### src/rtl/mac_pe.sv
// mac_pe -- multiply-accumulate processing element for a systolic array.
//
// Purpose: registers ain*bin each cycle (stage 1). It then accumulates K
// valid products into an ACC_W-bit accumulator after each start pulse. It
// also forwards the operands and their valid flag to the neighbouring
// element one cycle later.
//
// Optional build macro: MAC_PE_SAT_EN. When defined, an overflowing addition
// clamps the accumulator to all-ones. When undefined, the accumulator wraps.
// In both builds, ovf is sticky until the next start or reset.
//
// Ports:
//   clk       in   sole clock, rising edge
//   rst_n     in   asynchronous reset, active low
//   start     in   pulse: clear accumulator/ovf/count and begin accumulating
//   in_valid  in   ain/bin form a valid operand pair
//   ain, bin  in   unsigned operands, DATA_W bits
//   apass     out  ain delayed one cycle
//   bpass     out  bin delayed one cycle
//   vpass     out  in_valid delayed one cycle
//   out       out  accumulator value, ACC_W bits
//   done      out  one-cycle pulse after the K-th product is accumulated
//   ovf       out  sticky overflow flag for the current accumulation
module mac_pe #(
  parameter int unsigned DATA_W = 8,
  parameter int unsigned ACC_W  = 24,
  parameter int unsigned K      = 8
) (
  input  logic              clk,
  input  logic              rst_n,
  input  logic              start,
  input  logic              in_valid,
  input  logic [DATA_W-1:0] ain,
  input  logic [DATA_W-1:0] bin,
  output logic [DATA_W-1:0] apass,
  output logic [DATA_W-1:0] bpass,
  output logic              vpass,
  output logic [ACC_W-1:0]  out,
  output logic              done,
  output logic              ovf
);

  typedef enum logic [1:0] {IDLE, RUN, DONE} state_e;

  localparam logic [15:0] K_L = 16'(K);

  state_e                state_q, state_d;
  logic [DATA_W-1:0]     apass_q, bpass_q;
  logic                  vpass_q;
  logic [2*DATA_W-1:0]   prod_q;
  logic                  prodv_q;
  logic [ACC_W-1:0]      acc_q, acc_d;
  logic                  ovf_q, ovf_d;
  logic                  done_q, done_d;
  logic [15:0]           cnt_q, cnt_d;
  logic [ACC_W:0]        sum;

  // Pass-through and multiplier stage run every cycle regardless of state.
  always_ff @(posedge clk or negedge rst_n) begin
    if (!rst_n) begin
      apass_q <= '0;
      bpass_q <= '0;
      vpass_q <= 1'b0;
      prod_q  <= '0;
      prodv_q <= 1'b0;
    end else begin
      apass_q <= ain;
      bpass_q <= bin;
      vpass_q <= in_valid;
      prod_q  <= ain * bin;
      prodv_q <= in_valid;
    end
  end

  always_ff @(posedge clk or negedge rst_n) begin
    if (!rst_n) begin
      state_q <= IDLE;
      acc_q   <= '0;
      ovf_q   <= 1'b0;
      done_q  <= 1'b0;
      cnt_q   <= '0;
    end else begin
      state_q <= state_d;
      acc_q   <= acc_d;
      ovf_q   <= ovf_d;
      done_q  <= done_d;
      cnt_q   <= cnt_d;
    end
  end

  always_comb begin
    state_d = state_q;
    acc_d   = acc_q;
    ovf_d   = ovf_q;
    cnt_d   = cnt_q;
    done_d  = 1'b0;
    // One extra bit captures the carry out of the accumulator.
    sum     = (ACC_W+1)'(acc_q) + (ACC_W+1)'(prod_q);
    if (start) begin
      // The product registered on this edge belongs to the new operands,
      // so the stale stage-1 product is dropped rather than accumulated.
      state_d = RUN;
      acc_d   = '0;
      ovf_d   = 1'b0;
      cnt_d   = '0;
    end else begin
      case (state_q)
        RUN: begin
          if (prodv_q) begin
            cnt_d = cnt_q + 16'd1;
`ifdef MAC_PE_SAT_EN
            acc_d = sum[ACC_W] ? '1 : sum[ACC_W-1:0];
`else
            acc_d = sum[ACC_W-1:0];
`endif
            if (sum[ACC_W]) ovf_d = 1'b1;
            if (cnt_q == K_L - 16'd1) begin
              state_d = DONE;
              done_d  = 1'b1;
            end
          end
        end
        default: ;
      endcase
    end
  end

  assign apass = apass_q;
  assign bpass = bpass_q;
  assign vpass = vpass_q;
  assign out   = acc_q;
  assign done  = done_q;
  assign ovf   = ovf_q;

endmodule

### config.mk
export PLATFORM = sky130hd
export DESIGN_NAME = mac_pe
export DESIGN_NICKNAME = d
export VERILOG_FILES = /design/src/rtl/mac_pe.sv
export SDC_FILE = /design/constraint.sdc
export NUM_CORES = 1
export LEC_CHECK = 0
export ABC_AREA = 1
export BUFFER_PORTS_ARGS = -buffer_cell sky130_fd_sc_hd__buf_2
export CORE_UTILIZATION = 37
export CTS_CLUSTER_SIZE = 20
export DETAILED_ROUTE_END_ITERATION = 8
export PLACE_DENSITY = 0.59
export REMOVE_ABC_BUFFERS = 1
export SKIP_CTS_REPAIR_TIMING = 1
export SLEW_MARGIN = 10
export SYNTH_ARGS = -nofsm -noshare
export SYNTH_HDL_FRONTEND = slang
export SYNTH_SLANG_ARGS = --single-unit
export TNS_END_PERCENT = 30
### constraint.sdc
create_clock -name clk -period 4.48 [get_ports clk]
set_input_delay 0.896 -clock clk [delete_from_list [all_inputs] [get_ports clk]]
set_output_delay 0.896 -clock clk [all_outputs]
set_load 0.1 [all_outputs]
==> results of run 1 <==
-- kinds of logic after synthesis --
logic type,Yosys count
simple gates,351
flops,77
buf+inv,175
compound gates,90
fa+ha+maj,90
xor+xnor,15
-- layer usage --
metal  share of wire, %  global-route usage [%]  routed length [um]
met1                 43                    19.6                6040
met2                 53                    33.7                7320
met3                2.5                    3.20                 353
met4                1.4                    4.65                 198
met5                  0                       0                   0
-- state kept, by name (all words and copies together) (netlist names) --
register and cells:
done 1, ovf 1, bpass 8, out 24, cnt_q 16, apass 8, prodv_q 1, prod_q 16
state_q 2
-- cell usage in the layout (no fill, tap or decap), types with 4 or more instances in the layout --
cell / netlist / layout
nand2_1: 211 / 211
buf_2: 5 / 61
buf_4: 1 / 24
o21ai_0: 20 / 20
clkbuf_16: 0 / 9
nand4_1: 5 / 5
inv_2: 6 / 6
xnor2_1: 5 / 5
and2_1: 5 / 5
nand3_2: 6 / 6
nor2_1: 56 / 56
inv_1: 148 / 148
ha_1: 53 / 53
nand3_1: 34 / 34
xor2_1: 10 / 10
nor3_1: 7 / 7
nor2_2: 5 / 5
dfrtp_1: 77 / 77
fa_1: 37 / 37
nand2_2: 9 / 9
a31oi_1: 4 / 4
a21oi_1: 44 / 44
a21oi_2: 4 / 4
o21ai_1: 5 / 5
nand3b_1: 4 / 4
-- worst min-delay path by stage --
stage,end,slack (ps)
finish,state_q[0],490
global route,cnt_q[6],530
CTS,cnt_q[6],500
detailed placement,cnt_q[6],470
global placement,cnt_q[6],470
floorplan,cnt_q[6],450
-- report_power, final --
part / total [uW] / internal [uW] / switching [uW]
Sequential: 910 / 825 / 84.3
Combinational: 2180 / 678 / 1500
Clock: 778 / 487 / 291
Total: 3860 / 1990 / 1870
-- critical path: cells and delay by family --
family | cells | cell delay, ps
simple gates | 1 | 100
xor+xnor | 1 | 140
compound gates | 4 | 610
buf+inv | 4 | 300
fa+ha+maj | 5 | 2370
-- per-stage QoR --
stage / power (uW) / util, % / setup slack, ps / instance area (um^2) / instances
finish: 3860 / 44.5 / 278 / 7180 / 1094
global route: 4190 / 44.5 / 29.5 / 7180 / 1094
CTS: 3910 / 44.5 / 275 / 7180 / 1094
detailed placement: 3110 / 42.6 / -62.1 / 6860 / 1078
global placement: 3090 / 42.6 / -18.1 / 6860 / 1078
floorplan: 2560 / - / 185 / 6110 / 777
-- area by class of cell --
class                      count  area share (%)
clock buffer                  10            3.19
clock inverter                 6            1.22
inverter                     154            8.05
multi-input combinational    546            50.2
sequential                    77            26.8
tap                          216            3.76
timing repair buffer          85            6.76
==> flow_summary_export.csv, run 1 <==
group,metric,value,unit
run_status,outcome,"completed",
clock_tree,cts-buffers-inserted,9,
sta,hold_viol,0,
floorplanning,ios,63,
synthesis,yosys.area_share.adder,22.7,%
global_routing,grt_antenna_before_repair,0,
setup_path,cp.arrival,4420,ps
routing,vias,5061,
setup_path,reg2reg_to,"out[16]",
setup_path,worstPathCellList,"buf_2 > nand2_1 > fa_1 > fa_1 > inv_1 > fa_1 > inv_1 > fa_1 > inv_1 > ha_1 > a21oi_1 > o21ai_1 > a21oi_1 > o21ai_1 > xor2_1",
sta,timing.final.crit_share,93.8,%
setup_path,startpoint,"bin[4]",
floorplanning,die_w,131,um
place,hpwl,11.2,mm
sta,max-slew-margin-rel,33.1,%
cells_and_area,seq_area,1930,um^2
synthesis,ys_types,40,
synthesis,syn_area,6200,um^2
cells_and_area,fin_nets,983,
floorplanning,fp.coreArea,16100,um^2
setup_path,max_stage_delay,530,ps
sta,fmax,238,MHz
synthesis,synth_top_cell_area_share,31.1,%
sta,skew,8.43,ps
synthesis,synth_edf_count,0,
synthesis,syn_area_per_cell,7.76,um^2
synthesis,yosysMostFrequentCell,"nand2_1",
synthesis,synth.largest_area_cell,"dfrtp_1",
sta,whs,490,ps
pwr,power.density,538,nW/um^2
synthesis,seq_area_frac_synth,31.1,%
setup_path,cp_slowest_cell,"fa_1",
worst_hold_path,hold_path_depth,2,
cells_and_area,drive_gt1_share,15.8,%
sta,rsz0062_at_grt,"no",
setup_path,critPathRequiredTime,4700,ps
clock_tree,clk_pin_slew,60,ps
synthesis,syn_inst,798,
clock_tree,cts_max_path_buffers,2,
setup_path,regToRegSetupSlack,2450,ps
global_routing,grt_start_max_net_pins,78,
sta,drv_slew,0,
sta,finalSetupViolations,0,
place,io_buffers,62,
setup_path,worstRegToRegCells,10,
setup_path,startpoint_type,"primary input",
clock_tree,clockRootBuffer,"clkbuf_16",
cells_and_area,fill_cells,1686,
cells_and_area,multi_input_area,3600,um^2
synthesis,synth_common_cells,"211 x nand2_1, 148 x inv_1, 77 x dfrtp_1",
worst_hold_path,hp-start,"state_q[0]",
place,gp_congestion,0.854,
global_routing,grt_pass1_wl,24.5,mm
synthesis,synth_seq_cells,77,
synthesis,synth_ff_type,"dfrtp_1",
routing,drtAntennaViolNets,0,
synthesis,yosysWarnings,0,
synthesis,synth_top_family_by_area,"simple AND/OR/NAND/NOR gates",
clock_tree,clock_latency,340,ps
synthesis,synth-xor-area-share,2.12,%
synthesis,yosys.area_share.simple,25.1,%
setup_path,critPathMaxFanout,7,
setup_path,timing.rr.start,"out[0]",
synthesis,synth-async-reset-ratio,100,%
clock_tree,cts.sink_count,77,
synthesis,synth_area_leaders,"dfrtp_1 31%, nand2_1 13%, fa_1 12%, ha_1 11%, inv_1 9.0%",
floorplanning,die_h,131,um
routing,drtPass1Iterations,4,
routing,routed_wire_length_per_instance,12.7,um
sta,setup_tns,0,ps
routing,postRouteWirelength,13.9,mm
pwr,ir_worst_vdd,294,uV
worst_hold_path,hp-class,"reg -> reg",
floorplanning,num_rows,46,
routing,drt-initial-drc-count,141,
floorplanning,initial_core_util,38.4,%
setup_path,cp-endpoint,"prod_q[12]",
pwr,p_leak,0.00413,uW
flow_run,cap_violations,0,
routing,drc,0,
setup_path,critPathMostFrequentCell,"fa_1",
global_routing,first_global_vias,5273,
setup_path,endpoint_kind,"flop",
synthesis,synth_compound_area_share,8.30,%
global_routing,overflow,0,
clock_tree,cts_tree,"done",
setup_path,worstSetupPathType,"in -> reg",
floorplanning,die_area,17300,um^2
routing,viasPerCell,4.63,
clock_tree,htree_num_levels,3,
global_routing,grt.total_usage,17.6,%
cells_and_area,syn2layout_area_growth,15.9,%
sta,period_needed,4200,ps
synthesis,synth.area.mux_share,0,%
sta,worst_pin_slew,1000,ps
cells_and_area,n_antenna_cell,0,
Power figures use the tool's default switching activity.
==> run 2: changes to the inputs <==
CTS_CLUSTER_SIZE = 8   (was 20)
PLACE_DENSITY = default   (was 0.59)
PLACE_DENSITY_LB_ADDON = 0.25   (was default)
==> flow_summary_export.csv, run 2 (synthesized netlist as in run 1, its figures left out) <==
group,metric,value,unit
clock_tree,cts-buffers-inserted,9,
floorplanning,initial_core_util,38.4,%
sta,drv_slew,0,
global_routing,grt_pass1_wl,23.8,mm
routing,met1Wirelength,6.21,mm
place,gp_congestion,0.856,
global_routing,overflow,0,
routing,drt-initial-drc-count,147,
floorplanning,fp.coreArea,16100,um^2
pwr,p_total,3890,uW
cells_and_area,fill_cells,1664,
sta,max-slew-margin-rel,34.1,%
cells_and_area,fin_nets,984,
floorplanning,die_area,17300,um^2
place,pre_cts_ws,-41.4,ps
clock_tree,cts.sink_count,77,
global_routing,grt_antenna_before_repair,0,
setup_path,worstPathCellList,"buf_2 > nand2_1 > fa_1 > fa_1 > inv_1 > fa_1 > inv_1 > fa_1 > inv_1 > ha_1 > a21oi_1 > o21ai_1 > a21oi_1 > o21ai_1 > xor2_1",
routing,drtAntennaViolNets,0,
routing,postRouteWirelength,14.0,mm
sta,rsz0062_at_grt,"no",
floorplanning,ios,63,
cells_and_area,layout_common_cells,"211 x nand2_1, 148 x inv_1, 77 x dfrtp_1",
routing,viasPerCell,4.63,
pwr,p_leak,0.00415,uW
setup_path,cp.arrival,4370,ps
routing,drc,0,
sta,fin_ws,337,ps
sta,hold_viol,0,
sta,finalSetupViolations,0,
place,io_buffers,62,
routing,met2_length,7.10,mm
setup_path,cp_slowest_cell,"fa_1",
clock_tree,clk_pin_slew,70,ps
pwr,power.density,541,nW/um^2
flow_run,cap_violations,0,
pwr,ir_worst_vdd,266,uV
sta,period_needed,4140,ps
run_status,outcome,"completed",
sta,timing.final.crit_share,92.5,%
global_routing,first_global_vias,5077,
routing,vias,5066,
clock_tree,htree_num_levels,3,
worst_hold_path,hp-class,"reg -> reg",
global_routing,grt.total_usage,17.2,%
sta,skew,11.4,ps
floorplanning,die_h,131,um
setup_path,critPathRequiredTime,4710,ps
sta,fmax,241,MHz
routing,routed_wire_length_per_instance,12.7,um
place,hpwl,11.0,mm
floorplanning,die_w,131,um
routing,wl_met3,398,um
cells_and_area,final_core_util,44.7,%
setup_path,critPathMostFrequentCell,"fa_1",
cells_and_area,syn2layout_area_growth,16.3,%
global_routing,grt_start_max_net_pins,78,
sta,worst_pin_slew,988,ps
setup_path,endpoint_kind,"flop",
clock_tree,clockRootBuffer,"clkbuf_16",
clock_tree,cts_tree,"done",
setup_path,critPathMaxFanout,4,
clock_tree,cts_max_path_buffers,2,
cells_and_area,n_antenna_cell,0,
cells_and_area,largest_reg_flops,24,
cells_and_area,final_common_cell,"nand2_1",
clock_tree,clock_latency,350,ps
routing,top_layer,"met4",
setup_path,worstSetupPathType,"in -> reg",
routing,drtPass1Iterations,4,
cells_and_area,drive_gt1_share,16.0,%
setup_path,max_stage_delay,540,ps
setup_path,startpoint_type,"primary input",
floorplanning,num_rows,46,
-- run 2: final timing paths --
path                              end  depth (start not counted)  slack [ps]     start
setup / recovery           prod_q[12]                         15         340    bin[7]
hold / removal               cnt_q[6]                          1         480  cnt_q[6]
setup reg to reg              out[20]                         10        2400    out[0]
hold reg to reg              cnt_q[6]                          1         480  cnt_q[6]
max in group asynchronous    apass[4]                          1        3140     rst_n
min in group asynchronous      out[3]                          1         720     rst_n
-- run 2: metrics by stage --
stage          std cells  instance area, um^2  hold WS, ps  setup TNS (ps)
6_report            1095                 7200          478               0
5_1_grt             1095                 7200          509               0
4_1_cts             1095                 7200          484               0
3_5_place_dp        1079                 6870          474           -74.2
3_3_place_gp        1079                 6870          469           -35.1
2_1_floorplan        777                 6110          445               0
-- run 2: critical path, delay by kind of cell --
family	cells	cell delay (ps)
AND/OR/NAND/NOR	1	80
adder cells (fa/ha/maj)	5	2430
XOR/XNOR	1	140
AO/OA/AOI/OAI	4	550
buffers and inverters	4	250
-- run 2: final cells by class --
type	count	area [um^2]	area share [%]
clock buffers	10	239	3.32
repair buffers	86	493	6.84
multi-input cells	546	3600	50.0
inverters	154	578	8.03
flip-flops and latches	77	1930	26.8
well taps	216	270	3.75
clock inverters	6	93.8	1.30
-- run 2: per-layer routing --
metal	track usage, %	up-vias
met2	31.7	66
met5	0	-
met1	19.5	2354
li1	-	2630
met3	3.74	16
met4	5.68	0
-- run 2: power by group --
part           leakage (uW)  internal (uW)  switching, uW
sequential         0.000988            825           89.4
combinational       0.00300            669           1480
clock              0.000160            508            318
total               0.00415           2000           1890
